==> src/rtl/mat_result_streamer.sv <==
// Snapshots an N x N result matrix on start and streams it row-major over valid/ready.
// Define MAT_STREAM_CHECKSUM_EN to append a modulo-2^DW checksum beat to every frame.
module mat_result_streamer #(
  parameter int N  = 2,
  parameter int DW = 32,
  localparam int IW = (N > 1) ? $clog2(N) : 1
) (
  input  logic          clk,
  input  logic          reset,
  input  logic          start,
  input  int            mat_in [0:N-1][0:N-1],
  output logic          busy,
  output logic          out_valid,
  input  logic          out_ready,
  output logic [DW-1:0] out_data,
  output logic [IW-1:0] out_row,
  output logic [IW-1:0] out_col,
  output logic          out_last,
  output logic          out_cksum,
  output logic          done
);

`ifdef MAT_STREAM_CHECKSUM_EN
  typedef enum logic [1:0] {IDLE, STREAM, CKSUM} state_t;
`else
  typedef enum logic {IDLE, STREAM} state_t;
`endif

  state_t        state_q, state_d;
  logic [DW-1:0] snap_q [0:N-1][0:N-1];
  logic          capture;
  logic          busy_q, busy_d, valid_q, valid_d, last_q, last_d;
  logic          cksum_q, cksum_d, done_q, done_d;
  logic [DW-1:0] data_q, data_d;
  logic [IW-1:0] row_q, row_d, col_q, col_d;
  logic [IW-1:0] next_row, next_col;
  logic          xfer, last_elem;
`ifdef MAT_STREAM_CHECKSUM_EN
  logic [DW-1:0] sum_q, sum_d;
`endif

  assign xfer      = valid_q && out_ready;
  assign last_elem = (row_q == IW'(N - 1)) && (col_q == IW'(N - 1));

  always_comb begin
    next_row = row_q;
    next_col = col_q + IW'(1);
    if (col_q == IW'(N - 1)) begin
      next_col = '0;
      next_row = row_q + IW'(1);
    end
  end

  always_comb begin
    state_d = state_q;
    busy_d  = busy_q;
    valid_d = valid_q;
    data_d  = data_q;
    row_d   = row_q;
    col_d   = col_q;
    last_d  = last_q;
    cksum_d = cksum_q;
    done_d  = 1'b0;
    capture = 1'b0;
`ifdef MAT_STREAM_CHECKSUM_EN
    sum_d   = sum_q;
`endif
    case (state_q)
      IDLE: begin
        if (start) begin
          capture = 1'b1;
          state_d = STREAM;
          busy_d  = 1'b1;
          valid_d = 1'b1;
          data_d  = mat_in[0][0][DW-1:0];
          row_d   = '0;
          col_d   = '0;
`ifdef MAT_STREAM_CHECKSUM_EN
          last_d  = 1'b0;
          sum_d   = '0;
`else
          last_d  = 1'(N == 1);
`endif
        end
      end
      STREAM: begin
        if (xfer) begin
`ifdef MAT_STREAM_CHECKSUM_EN
          sum_d = sum_q + data_q;
`endif
          if (last_elem) begin
`ifdef MAT_STREAM_CHECKSUM_EN
            state_d = CKSUM;
            data_d  = sum_q + data_q;
            cksum_d = 1'b1;
            last_d  = 1'b1;
            row_d   = '0;
            col_d   = '0;
`else
            state_d = IDLE;
            busy_d  = 1'b0;
            valid_d = 1'b0;
            data_d  = '0;
            row_d   = '0;
            col_d   = '0;
            last_d  = 1'b0;
            done_d  = 1'b1;
`endif
          end else begin
            row_d  = next_row;
            col_d  = next_col;
            data_d = snap_q[next_row][next_col];
`ifdef MAT_STREAM_CHECKSUM_EN
            last_d = 1'b0;
`else
            last_d = (next_row == IW'(N - 1)) && (next_col == IW'(N - 1));
`endif
          end
        end
      end
`ifdef MAT_STREAM_CHECKSUM_EN
      CKSUM: begin
        if (xfer) begin
          state_d = IDLE;
          busy_d  = 1'b0;
          valid_d = 1'b0;
          data_d  = '0;
          last_d  = 1'b0;
          cksum_d = 1'b0;
          done_d  = 1'b1;
        end
      end
`endif
      default: state_d = IDLE;
    endcase
  end

  always_ff @(posedge clk or negedge reset) begin
    if (!reset) begin
      state_q <= IDLE;
      busy_q  <= 1'b0;
      valid_q <= 1'b0;
      data_q  <= '0;
      row_q   <= '0;
      col_q   <= '0;
      last_q  <= 1'b0;
      cksum_q <= 1'b0;
      done_q  <= 1'b0;
`ifdef MAT_STREAM_CHECKSUM_EN
      sum_q   <= '0;
`endif
    end else begin
      state_q <= state_d;
      busy_q  <= busy_d;
      valid_q <= valid_d;
      data_q  <= data_d;
      row_q   <= row_d;
      col_q   <= col_d;
      last_q  <= last_d;
      cksum_q <= cksum_d;
      done_q  <= done_d;
`ifdef MAT_STREAM_CHECKSUM_EN
      sum_q   <= sum_d;
`endif
    end
  end

  // Snapshot frees the upstream array to start on the next result immediately.
  always_ff @(posedge clk or negedge reset) begin
    if (!reset) begin
      for (int i = 0; i < N; i++)
        for (int j = 0; j < N; j++)
          snap_q[i][j] <= '0;
    end else if (capture) begin
      for (int i = 0; i < N; i++)
        for (int j = 0; j < N; j++)
          snap_q[i][j] <= mat_in[i][j][DW-1:0];
    end
  end

  assign busy      = busy_q;
  assign out_valid = valid_q;
  assign out_data  = data_q;
  assign out_row   = row_q;
  assign out_col   = col_q;
  assign out_last  = last_q;
  assign out_cksum = cksum_q;
  assign done      = done_q;

endmodule
==> config.mk <==
export PLATFORM = sky130hd
export DESIGN_NAME = mat_result_streamer
export DESIGN_NICKNAME = d
export VERILOG_FILES = /design/src/rtl/mat_result_streamer.sv
export SDC_FILE = /design/constraint.sdc
export NUM_CORES = 1
export LEC_CHECK = 0
export ABC_CLOCK_PERIOD_IN_PS = 2200
export BUFFER_PORTS_ARGS = -buffer_cell sky130_fd_sc_hd__buf_2
export CAP_MARGIN = 5
export CORE_UTILIZATION = 30
export DETAILED_ROUTE_END_ITERATION = 12
export HOLD_SLACK_MARGIN = 0.12
export PLACE_DENSITY = 0.52
export SYNTH_ARGS = -nofsm -noshare
export SYNTH_HDL_FRONTEND = slang
export SYNTH_SLANG_ARGS = --single-unit
==> constraint.sdc <==
create_clock -name clk -period 2.2 [get_ports clk]
set_input_delay 0.11 -clock clk [delete_from_list [all_inputs] [get_ports clk]]
set_output_delay 0.11 -clock clk [all_outputs]
set_load 0.005 [all_outputs]
==> run_results.csv <==
group,metric,value,unit
run_status,outcome,"finished, final reports clean",
min_path,min_path_cells,4,
clock_network,clk_latency,0.42,ns
setup_path,critPathKind,"reg -> reg",
finish,mostFrequentLayoutCells,"buf_2, dfrtp_1, mux2_2",
floorplan,num_rows,57,
placed_design,place.gp.congestion,0.727,
timing,fin_hold_ws,0.144,ns
clock_network,cts_setup_buffers,0,
grt,grt_pass1_wl,31400,um
timing,min_period_over_period,88.1,%
clock_network,h-tree-depth,4,
power_and_ir_drop,p_leak,4.71,nW
clock_network,hold_buffers,130,
timing,clock_skew,0.00978,ns
floorplan,fp.dieW,160,um
drt,drt-pass1-iter-count,8,
timing,rsz0062_at_grt,"false",
timing,worstMarginPinSlew,0.583,ns
clock_network,clock-sinks,166,
setup_path,startpoint_type,"flop",
logic_synthesis,seq_area_frac_synth,55.8,%
setup_path,end_kind,"flop",
floorplan,die_area,0.0254,mm^2
placed_design,dp_hpwl,12400,um
finish,area_growth,42.6,%
timing,max_freq,516,MHz
power_and_ir_drop,p_per_area,1390,mW/mm^2
power_and_ir_drop,ir_worst_vdd,0.000584,V
timing,finalHoldViolCount,0,
logic_synthesis,syn_nets,642,
finish,fin_nets,938,
logic_synthesis,syn_avg_cell_area,14.6,um^2
floorplan,pin_count,171,
drt,drc,0,
clock_network,cts.clk_slew.worst_paths,0.06,ns
drt,avgViaCountPerCell,4.74,
setup_path,required,2.49,ns
logic_synthesis,ys_ff_latch,166,
logic_synthesis,ys_types,31,
finish,final_common_cell,"buf_2",
grt,grt_antenna_before_repair,0,
drt,wl,19400,um
logic_synthesis,synth_area,0.00744,mm^2
timing,fin_tns_setup,0,ns
clock_network,clock_path_buffers,2,
min_path,hold_class,"in -> reg",
timing,slew_viol_final,0,
timing,finalSetupViolCount,0,
logic_synthesis,ys_warn_count,0,
clock_network,cts_tree,"done",
placed_design,portBuffers,169,
drt,avgRoutedWirePerCell,17.0,um
timing,min_period,1.94,ns
clock_network,cts_resized,0,
timing,relSlewSlack,61.1,%
logic_synthesis,synthCells,508,
floorplan,core_area,0.0243,mm^2
grt,first_global_vias,5821,
clock_network,root_buffer,"clkbuf_16",
timing,layout_setup_ws,0.261,ns
grt,grt_util_all_layers,15.9,%
drt,first_iter_violations,240,
drt,ant_nets,0,
floorplan,chipHeight,160,um
finish,layout-drive-gt1-share,48.0,%
grt,grt_max_degree,59,
setup_path,arrival,2.23,ns
finish,insertedDiodeCount,0,
setup_path,rr_worst_depth,6,
grt,grt.overflow.total,0,
drt,routed-via-count,5406,
clock_network,cts_made_buffers,17,
flow_run,maxCapViolations,0,
floorplan,initial_core_util,30.6,%
placed_design,post-place-ws,0.253,ns
setup_path,cp_max_fo,17,
## power by group
group	leakage, nW	switching [mW]	internal [mW]	total (mW)
clock	0.318	1.23	2.09	3.32
combinational	2.40	2.54	3.47	6.02
sequential	1.99	0.815	4.59	5.41
## synthesized netlist by cell type
library cell,count,area (um^2)
buf_12,1,20.0
conb_1,1,3.75
mux4_1,7,184
a222oi_1,17,170
nor3_1,32,160
nand2_1,4,15.0
buf_2,17,85.1
clkbuf_4,1,7.51
clkbuf_1,4,15.0
ha_1,2,25.0
and3_1,1,6.26
or4_1,1,7.51
nor3b_4,1,18.8
mux2_2,158,1780
inv_1,3,11.3
mux2i_1,2,20.0
clkinv_1,1,3.75
a21oi_1,32,160
nor2b_1,2,12.5
dfrtp_1,166,4150
and3b_1,1,8.76
mux4_2,8,180
a21o_1,1,7.51
buf_6,14,158
nor2_1,2,7.51
or2_1,1,6.26
mux2_1,4,45.0
buf_4,5,37.5
clkbuf_2,1,5.00
a22oi_1,15,113
o21ai_0,3,15.0
## critical path, stage by stage, from the launching register on
cell and delay [ns]:
dfrtp_1 0.43, ha_1 0.36, buf_12 0.18, and3b_1 0.18
buf_4 0.22, a222oi_1 0.32, a21oi_1 0.12
## layout make-up
type	instances	area (um^2)
Clock buffer	21	460
Timing Repair Buffer	320	2420
Tap cell	324	405
Fill cell	2217	13700
Clock inverter	11	194
Inverter	4	15.0
Sequential cell	166	4160
Multi-Input combinational cell	295	2960
## final timing paths
kind | startpoint | endpoint | slack [ns]
worst max-delay path | out_row | out_data[4] | 0.26
worst min-delay path | out_ready | out_row | 0.14
worst max register to register | out_row | out_data[4] | 0.26
worst min register to register | snap_q[22] | snap_q[22] | 0.50
max in group asynchronous | reset | out_col | 1.20
min in group asynchronous | reset | snap_q[10] | 0.25
## sequential cells by signal (all words and copies together), names as in the netlist
name	flops
out_last	1
out_col	1
done	1
state_q	1
out_valid	1
snap_q	128
out_row	1
out_data	32
## logic make-up after synthesis
family	Yosys count	share of synthesized area (%)
AND/OR/NAND/NOR	45	3.26
other	1	0.0504
flip-flops	166	55.8
AO/OA/AOI/OAI	68	6.25
adder cells (fa/ha/maj)	2	0.336
multiplexers	179	29.7
buffers and inverters	47	4.61
## stage by stage
step	power (mW)	instance area, um^2	instances	utilization (%)
after floorplan	9.60	7440	508	-
after global placement	11.1	8650	979	35.6
after detailed placement	11.4	8650	979	35.6
after CTS	15.0	10600	1141	43.6
after global routing	15.8	10600	1141	43.6
final	14.7	10600	1141	43.6
## per-layer routing
layer | vias to the layer above | wire, um | track usage (%)
met2 | 178 | 9760 | 27.1
met4 | 0 | 293 | 5.16
li1 | 2496 | - | -
met1 | 2711 | 8310 | 19.4
met3 | 21 | 1080 | 4.12
met5 | - | 0 | 0
Power figures use the tool's default switching activity.
